File: config.mk
export PLATFORM = sky130hd
export DESIGN_NAME = ysyx_23060184_bus_arbiter
export DESIGN_NICKNAME = d
export VERILOG_FILES = /design/src/rtl/ysyx_23060184_bus_arbiter.sv
export SDC_FILE = /design/constraint.sdc
export NUM_CORES = 1
export LEC_CHECK = 0
export BUFFER_PORTS_ARGS = -buffer_cell sky130_fd_sc_hd__buf_2
export CORE_AREA = 2 2 53 55
export CTS_BUF_LIST = sky130_fd_sc_hd__clkbuf_8 sky130_fd_sc_hd__clkbuf_16
export CTS_CLUSTER_SIZE = 8
export DETAILED_ROUTE_END_ITERATION = 16
export DIE_AREA = 0 0 55 57
export GPL_TIMING_DRIVEN = 0
export PLACE_DENSITY = 0.87
export SLEW_MARGIN = 10
export SYNTH_ARGS = -nofsm -noshare
export SYNTH_HDL_FRONTEND = slang
export SYNTH_SLANG_ARGS = --single-unit
File: constraint.sdc
create_clock -name clk -period 3.3 [get_ports clk]
set_input_delay 0 -clock clk [delete_from_list [all_inputs] [get_ports clk]]
set_output_delay 0 -clock clk [all_outputs]
set_load 0.05 [all_outputs]
File: src/rtl/ysyx_23060184_bus_arbiter.sv
// N-master / M-slave bus arbiter: fixed-priority or round-robin grant, address decode
// with per-slave master permissions, grant held until owner done, watchdog release.
module ysyx_23060184_bus_arbiter #(
  parameter int NUM_MASTERS = 2,
  parameter int NUM_SLAVES  = 2,
  parameter int ADDR_WIDTH  = 32,
  parameter int ARB_MODE    = 0,
  parameter logic [NUM_SLAVES*ADDR_WIDTH-1:0]  SLV_BASE   = {32'hA000_03F8, 32'h8000_0000},
  parameter logic [NUM_SLAVES*ADDR_WIDTH-1:0]  SLV_LAST   = {32'hA000_03FF, 32'h87FF_FFFF},
  parameter logic [NUM_SLAVES*NUM_MASTERS-1:0] SLV_ACCESS = {2'b10, 2'b11},
  parameter int TIMEOUT     = 1024
) (
  input  logic                              clk,
  input  logic                              rst,
  input  logic [NUM_MASTERS-1:0]            m_req,
  input  logic [NUM_MASTERS*ADDR_WIDTH-1:0] m_addr,
  input  logic [NUM_MASTERS-1:0]            m_done,
  output logic [NUM_MASTERS-1:0]            grant,
  output logic [NUM_SLAVES-1:0]             slv_sel,
  output logic                              dec_err,
  output logic                              timeout,
  output logic                              busy
);

  localparam int MW  = (NUM_MASTERS > 1) ? $clog2(NUM_MASTERS) : 1;
  localparam int WDW = (TIMEOUT > 0) ? $clog2(TIMEOUT + 1) : 1;

  typedef enum logic {IDLE, BUSY} state_e;

  state_e                  state_q, state_d;
  logic [NUM_MASTERS-1:0]  grant_q, grant_d;
  logic [NUM_SLAVES-1:0]   slvSel_q, slvSel_d;
  logic                    decErr_q, decErr_d;
  logic                    timeout_q, timeout_d;
  logic [WDW-1:0]          wdog_q, wdog_d;
  logic [MW-1:0]           rrPtr_q, rrPtr_d;

  logic                    winFound;
  logic [MW-1:0]           winIdx;
  logic [MW-1:0]           cand;
  logic [MW:0]             candWide;
  logic [NUM_MASTERS-1:0]  winOh;
  logic [ADDR_WIDTH-1:0]   winAddr;
  logic                    hitAllowed;
  logic [NUM_SLAVES-1:0]   hitOh;
  logic                    ownerDone;
  logic                    wdogExpired;

  // Scan candidates from last to first so the earliest in search order is kept.
  always_comb begin
    winFound = 1'b0;
    winIdx   = '0;
    winOh    = '0;
    cand     = '0;
    candWide = '0;
    for (int k = NUM_MASTERS - 1; k >= 0; k--) begin
      if (ARB_MODE == 0) begin
        cand = MW'(k);
      end else begin
        candWide = {1'b0, rrPtr_q} + (MW + 1)'(k);
        if (candWide >= (MW + 1)'(NUM_MASTERS)) candWide = candWide - (MW + 1)'(NUM_MASTERS);
        cand = candWide[MW-1:0];
      end
      if (m_req[cand]) begin
        winFound    = 1'b1;
        winIdx      = cand;
        winOh       = '0;
        winOh[cand] = 1'b1;
      end
    end
    winAddr = '0;
    for (int j = 0; j < NUM_MASTERS; j++) begin
      if (winOh[j]) winAddr = m_addr[j*ADDR_WIDTH +: ADDR_WIDTH];
    end
  end

  always_comb begin
    hitAllowed = 1'b0;
    hitOh      = '0;
    for (int i = NUM_SLAVES - 1; i >= 0; i--) begin
      if (winAddr >= SLV_BASE[i*ADDR_WIDTH +: ADDR_WIDTH] &&
          winAddr <= SLV_LAST[i*ADDR_WIDTH +: ADDR_WIDTH]) begin
        hitOh      = '0;
        hitOh[i]   = 1'b1;
        hitAllowed = |(SLV_ACCESS[i*NUM_MASTERS +: NUM_MASTERS] & winOh);
      end
    end
  end

  assign ownerDone   = |(m_done & grant_q);
  assign wdogExpired = (TIMEOUT > 0) && (wdog_q == WDW'(TIMEOUT - 1));

  // A done in the expiry cycle wins over the watchdog, so no timeout pulse then.
  always_comb begin
    state_d   = state_q;
    grant_d   = grant_q;
    slvSel_d  = slvSel_q;
    decErr_d  = decErr_q;
    timeout_d = 1'b0;
    wdog_d    = wdog_q;
    rrPtr_d   = rrPtr_q;
    unique case (state_q)
      IDLE: begin
        if (winFound) begin
          state_d  = BUSY;
          grant_d  = winOh;
          slvSel_d = hitAllowed ? hitOh : '0;
          decErr_d = !hitAllowed;
          wdog_d   = '0;
          rrPtr_d  = (winIdx == MW'(NUM_MASTERS - 1)) ? '0 : winIdx + 1'b1;
        end
      end
      BUSY: begin
        if (ownerDone || wdogExpired) begin
          state_d   = IDLE;
          grant_d   = '0;
          slvSel_d  = '0;
          decErr_d  = 1'b0;
          timeout_d = !ownerDone;
          wdog_d    = '0;
        end else if (TIMEOUT > 0) begin
          wdog_d = wdog_q + 1'b1;
        end
      end
      default: state_d = IDLE;
    endcase
  end

  always_ff @(posedge clk) begin
    if (rst) begin
      state_q   <= IDLE;
      grant_q   <= '0;
      slvSel_q  <= '0;
      decErr_q  <= 1'b0;
      timeout_q <= 1'b0;
      wdog_q    <= '0;
      rrPtr_q   <= '0;
    end else begin
      state_q   <= state_d;
      grant_q   <= grant_d;
      slvSel_q  <= slvSel_d;
      decErr_q  <= decErr_d;
      timeout_q <= timeout_d;
      wdog_q    <= wdog_d;
      rrPtr_q   <= rrPtr_d;
    end
  end

  assign grant   = grant_q;
  assign slv_sel = slvSel_q;
  assign dec_err = decErr_q;
  assign timeout = timeout_q;
  assign busy    = (state_q == BUSY);

endmodule

==> summary.txt, run 1 <==
CTS
  • CTS tree: yes
  • CTS H-tree depth: 1
  • Setup Buffers After CTS: 0
  • Root Driver: clkbuf_8
  • Total CTS buffers: 3
  • Clk_lat worst skew: about 260 ps
  • CTS Hold Bufs: 0
  • Clock Tree Buf Depth: 2
  • Clock transition at path regs: 70 ps
  • CTS sink count: 18
  • Post-CTS resize count: 0

Place
  • DP Area: ~1300 um^2
  • Placed cell count: approximately 210
  • Final Wtd Congestion: around 0.80
  • IO buf count: 48
  • Final HPWL DP: ~2200 um

Floorplanning
  • I/O pins: between 70 and 80
  • Die W: about 55 um
  • Die H: around 57 um
  • Die area: about 3100 um^2
  • Initial core utilization: 0.393
  • CORE AREA: 2620 um^2
  • Row cnt: 19

Timing
  • Worst slew margin: 0.702
  • Setup TNS: 0 ps
  • Final Setup Violations: 0
  • Clock skew: around 5.4 ps
  • Worst hold slack: ~69 ps
  • RSZ-0062 raised after global routing: no
  • Worst-Margin Slew: roughly 450 ps
  • Final Hold Fails: 0
  • Final Slew Violations: 0
  • F_max: 531 MHz
  • Fin crit period: approximately 1900 ps
  • Fin crit share: 0.570

Synth
  • Synth Area in Adders: 0.0122
  • Synth Area in Compound Gates: 0.220
  • Post-Syn Area: a little over 1000 um^2
  • Register area share after synthesis: 0.350
  • Syn_area_per_cell: about 8.0 um^2
  • Synthesis-stage register bit count: 18
  • Post-synth EDFFs: 0
  • Largest family of logic cells by synthesized area: simple AND/OR/NAND/NOR gates
  • Synth cell types: 39
  • Most used DFF post-synth: dfxtp_1
  • Synth async-reset ratio: 0
  • Post-Syn Instances: approximately 130
  • XOR/XNOR Fraction of Synth Area: 0
  • Post-synthesis simple-gate area fraction: 0.376
  • Ys Warns: 0
  • Syn Nets: 200
  • Mux contribution to synthesized area: 0

Setup path
  • CP Data Required Time: 3470 ps
  • Worst Setup SP: wdog_q[0]
  • Endpoint type of the worst setup path: flop
  • Setup slack, reg-to-reg: 1420 ps
  • Critical path's slowest cell: clkbuf_1
  • Critical-path cell list: ha_1, and4_1, buf_2, nand3_1, clkbuf_1, nand3b_1, a311oi_1
  • Reg2reg path depth: 7
  • Levels on crit path: 7
  • Reg2reg start: wdog_q[0]
  • Critical path endpoint: wdog_q[5]
  • Number of buffers and inverters on the critical path: 2
  • Worst reg2reg path endpoint: wdog_q[5]
  • Crit-path max FO: 10
  • Crit path DAT: just over 2000 ps
  • Startpoint types: flop
  • CP peak stage delay: around 370 ps
  • CP top delay family: buffers and inverters
  • Critical path class: flop to flop

Layout
  • Most common cell after layout, fill and taps aside: buf_2
  • Fin area: 1360 um^2
  • Final cell count without fillers: approximately 210
  • Share of layout cells above drive strength 1: 0.331
  • Net count, final: around 250
  • Layout area overhead: 32.5%
  • Most frequent cells in the layout: buf_2 (49), dfxtp_1 (18), nand2_1 (16)
  • # diodes: 0

Detailed routing
  • Post-Route WL: 2700 um
  • Routed len/inst: 12.7 um
  • Vias per cell: ~5.7
  • Initial DRC count: 16
  • Routed Antenna Nets: 0
  • Vias: roughly 1200
  • Drt drc: 0
  • Drt pass-1 iters: 4

Power and ir drop
  • Max VDD drop: around 0.39 mV
  • Leak pwr: 0.533 nW
  • Pwr/cell area: roughly 370 nW/um^2
  • Power Total: 0.504 mW

GRT
  • GR Util met2: 0.333
  • Vias in the first global route: around 1100
  • GR Layer Usage met3: 0.0497
  • GR peak layer: met2
  • Met1 Usage GRT: 0.229
  • Remaining global-route overflow: 0
  • First-pass GRT wire length: about 4500 um
  • Initial antenna violation count: 0
  • GRT Total Usage: 0.188
  • Largest net degree at the start of global routing: 11

Worst hold path
  • Hold Path Origin: m_req[1]
  • Hold Path Class: primary input to flop

Job
  • Maxcap violations: 0

Status
  • Status: finished clean
report_power, final:
group          switching [mW]  leakage [nW]  total (mW)  internal (mW)
Combinational          0.0542         0.358      0.0913         0.0371
Sequential            0.00567         0.146       0.229          0.223
Clock                  0.0774        0.0288       0.184          0.106
worst reg2reg max path: cells and delay by family (launching register included):
| family | cells | cell delay, ps |
|---|---|---|
| flops | 1 | 330 |
| compound gates | 1 | 260 |
| buf+inv | 2 | 510 |
| simple gates | 3 | 440 |
| fa+ha+maj | 1 | 260 |
cells in the mapped netlist, types with 3 or more instances:
cell | count | share of area
o211ai_1 | 3 | 0.022
nand4_1 | 4 | 0.024
a311oi_1 | 3 | 0.026
a21oi_1 | 8 | 0.039
o21ai_0 | 6 | 0.029
nor2_1 | 5 | 0.018
clkbuf_1 | 8 | 0.029
nor4b_1 | 5 | 0.043
nand2_1 | 16 | 0.058
nand3_1 | 7 | 0.034
nor4_1 | 5 | 0.030
and3_1 | 3 | 0.018
dfxtp_1 | 18 | 0.35
a31oi_1 | 6 | 0.037
logic make-up (layout without fill, tap and decap cells):
| family | after synthesis | in the layout |
|---|---|---|
| fa+ha+maj | 1 | 1 |
| flops | 18 | 18 |
| compound gates | 34 | 34 |
| simple gates | 65 | 65 |
| buf+inv | 11 | 63 |
cell type report:
type	count	area (um^2)
buffer	9	35.0
clock buffer	4	55.1
fill	260	1250
inverter	2	7.51
multi-input combinational	100	626
sequential	18	360
tap	31	38.8
timing repair buffer	48	240
how the worst min path moves through the flow:
stage	endpoint	slack (ps)	cells past startpoint
after global routing	grant[1]	80	3
after floorplan	grant[1]	130	2
after CTS	grant[1]	70	3
after global placement	grant[1]	330	3
final	grant[1]	70	3
after detailed placement	grant[1]	340	3
through the flow:
stage | util | worst slack (ps)
after floorplan | - | 1520
after global placement | 0.500 | 1450
after detailed placement | 0.500 | 1420
after CTS | 0.521 | 1390
after global routing | 0.521 | 1280
final | 0.521 | 1420
registers in the layout, indices dropped and copies added, names as in the netlist:
register  flops
busy          1
dec_err       1
grant         2
slv_sel       2
timeout       1
wdog_q       11
per-layer routing:
layer	routed length [um]	vias to the layer above
li1	-	612
met3	214	2
met1	1120	532
met2	1350	53
met4	19	0
met5	0	-
Power figures use the tool's default switching activity.
==> run 2: changes to the inputs <==
Settings changed: CORE_AREA 2 2 53 55 to 2 2 55 57, DIE_AREA 0 0 55 57 to 0 0 57 59, PLACE_DENSITY 0.87 to 0.81.
Clock period 3.3 ns to 1.8 ns, I/O delays scaled along.
==> summary.txt, run 2 (synthesized netlist as in run 1, its figures left out) <==
GRT
  • Remaining global-route overflow: 0 (unchanged)
  • Largest net degree at the start of global routing: 11 (unchanged)
  • Initial antenna violation count: 0 (unchanged)
  • GRT Total Usage: 0.162 (-0.0254)
  • Vias in the first global route: 1109 (+2.2%)
  • First-pass GRT wire length: 4220 um (-5.1%)

Floorplanning
  • CORE AREA: 2710 um^2 (+3.6%)
  • Die W: 57 um (+3.6%)
  • Die area: 3360 um^2 (+7.3%)
  • Die H: 59 um (+3.5%)
  • I/O pins: 77 (unchanged)
  • Row cnt: 19 (unchanged)
  • Initial core utilization: 0.380 (-0.0138)

Layout
  • Most common cell after layout, fill and taps aside: buf_2
  • Share of layout cells above drive strength 1: 0.359 (+0.0276)
  • Layout area overhead: 34.4%
  • # diodes: 0 (unchanged)
  • Register with the most flip-flops: wdog_q
  • Net count, final: 253 (unchanged)
  • Max reg flops: 11 (unchanged)
  • Final cell count without fillers: 212 (unchanged)
  • Most frequent cells in the layout: buf_2 (49), nand2_1 (16), dfxtp_1 (16)

CTS
  • CTS Hold Bufs: 0 (unchanged)
  • CTS tree: yes
  • CTS sink count: 18 (unchanged)
  • Clock Tree Buf Depth: 2 (unchanged)
  • CTS H-tree depth: 1 (unchanged)
  • Root Driver: clkbuf_8
  • Total CTS buffers: 3 (unchanged)
  • Clock transition at path regs: 70 ps (about the same)
  • Clk_lat worst skew: 260 ps (about the same)

Setup path
  • CP Data Required Time: 1990 ps (-1480 ps)
  • Reg2reg start: wdog_q[2]
  • Critical path endpoint: wdog_q[9]
  • Worst Setup SP: wdog_q[2]
  • Crit path DAT: 1860 ps (-190 ps)
  • Reg2reg path depth: 4 (-3)
  • Startpoint types: flop
  • Worst reg2reg path endpoint: wdog_q[9]
  • Endpoint type of the worst setup path: flop
  • Crit-path max FO: 6 (-4)
  • Setup slack, reg-to-reg: 130 ps (-1280 ps)
  • Critical path class: flop to flop

Timing
  • Worst slew margin: 0.680 (-0.0216)
  • Final Slew Violations: 0 (unchanged)
  • Setup TNS: 0 ps (unchanged)
  • RSZ-0062 raised after global routing: no
  • Final Setup Violations: 0 (unchanged)
  • Final Hold Fails: 0 (unchanged)
  • Clock skew: 3.32 ps (-2.11 ps)
  • Worst hold slack: 71.9 ps (+2.79 ps)
  • Worst-Margin Slew: 480 ps (+32.4 ps)
  • F_max: 600 MHz (+13%)
  • Fin crit period: 1670 ps (-216 ps)
  • Fin crit share: 0.925 (+0.355)

Detailed routing
  • Routed Antenna Nets: 0 (unchanged)
  • Vias per cell: 5.74 (+1.5%)
  • Drt drc: 0 (unchanged)
  • Drt pass-1 iters: 4 (unchanged)
  • Initial DRC count: 18 (+2)
  • Vias: 1217 (+1.5%)
  • Post-Route WL: 2610 um (-3.4%)
  • Routed len/inst: 12.3 um (-3.4%)

Power and ir drop
  • Max VDD drop: 0.511 mV (+32%)
  • Power Internal: 0.674 mW (+84%)
  • NetSw: 0.251 mW (+83%)
  • Flop pwr share: 0.455 (about the same)
  • Clock network power share: 0.363 (about the same)
  • Power Total: 0.925 mW (+84%)
  • Leak pwr: 0.538 nW (+0.89%)
  • Pwr/cell area: 669 nW/um^2 (+81%)
  • Sw Share: 0.271 (-0.00111)
  • Combinational power share: 0.182 (about the same)

Worst hold path
  • Hold Path Origin: m_req[1]
  • Hold Path Class: primary input to flop

Place
  • IO buf count: 48 (unchanged)
  • Placed cell count: 208 (unchanged)
  • Final Wtd Congestion: 0.788 (-1.3%)

Job
  • Maxcap violations: 0 (unchanged)

Status
  • Status: finished clean
==> run 2: changes by cell type in the layout (fill, tap and decap cells not counted) <==
cell / before / now
clkbuf_2: 0 / 1
dfxtp_2: 0 / 2
ha_1: 1 / 0
dfxtp_1: 18 / 16
ha_4: 0 / 1
clkbuf_4: 0 / 1
clkbuf_1: 8 / 6
==> run 2: cell type report <==
cell class	count	area [um^2]
plain buffers	9	40.0
repair buffers	48	240
fillers	284	1330
inverters	2	7.51
multi-input cells	100	638
clock buffers	4	55.1
flip-flops and latches	18	363
well taps	31	38.8
==> run 2: what timing repair did <==
action,in CTS,in global routing
pin swaps,0,1
resized for setup,1,8
setup buffers,0,0
hold endpoints to repair,0,0
endpoints found under the setup margin,2,6
==> run 2: worst min path at each step <==
stage	cells after the start	end	slack [ps]
CTS	3	grant[1]	70
global route	3	grant[1]	100
global placement	3	grant[1]	340
floorplan	2	grant[1]	130
finish	3	grant[1]	70
detailed placement	3	grant[1]	340
==> run 2: power by group through the flow <==
stage	sequential [mW]	combinational (mW)	clock (mW)
after global routing	0.422	0.187	0.365
after detailed placement	0.428	0.168	0
final	0.420	0.168	0.336
after floorplan	0.456	0.0684	0
after global placement	0.428	0.165	0
after CTS	0.419	0.168	0.344
==> run 2: per-stage QoR <==
step                       util  worst slack [ps]  area, um^2
after floorplan               -              17.5        1030
final                     0.510               134        1380
after global routing      0.510              9.29        1380
after detailed placement  0.482             -96.0        1310
after global placement    0.482             -62.6        1310
after CTS                 0.503              52.1        1360
==> run 2: layer usage <==
layer | vias to the layer above | part of all wire | track usage | routed length (um)
li1 | 608 | - | - | -
met5 | - | 0 | 0 | 0
met3 | 5 | 0.075 | 0.0349 | 196
met1 | 551 | 0.41 | 0.169 | 1080
met2 | 53 | 0.49 | 0.299 | 1270
met4 | 0 | 0.021 | 0.0963 | 56
==> run 2: worst max-delay path, stage by stage, from the launching register on <==
cell	delay, ps
dfxtp_1	410
nand3_1	200
or4_4	450
or3b_1	380
a31oi_1	150
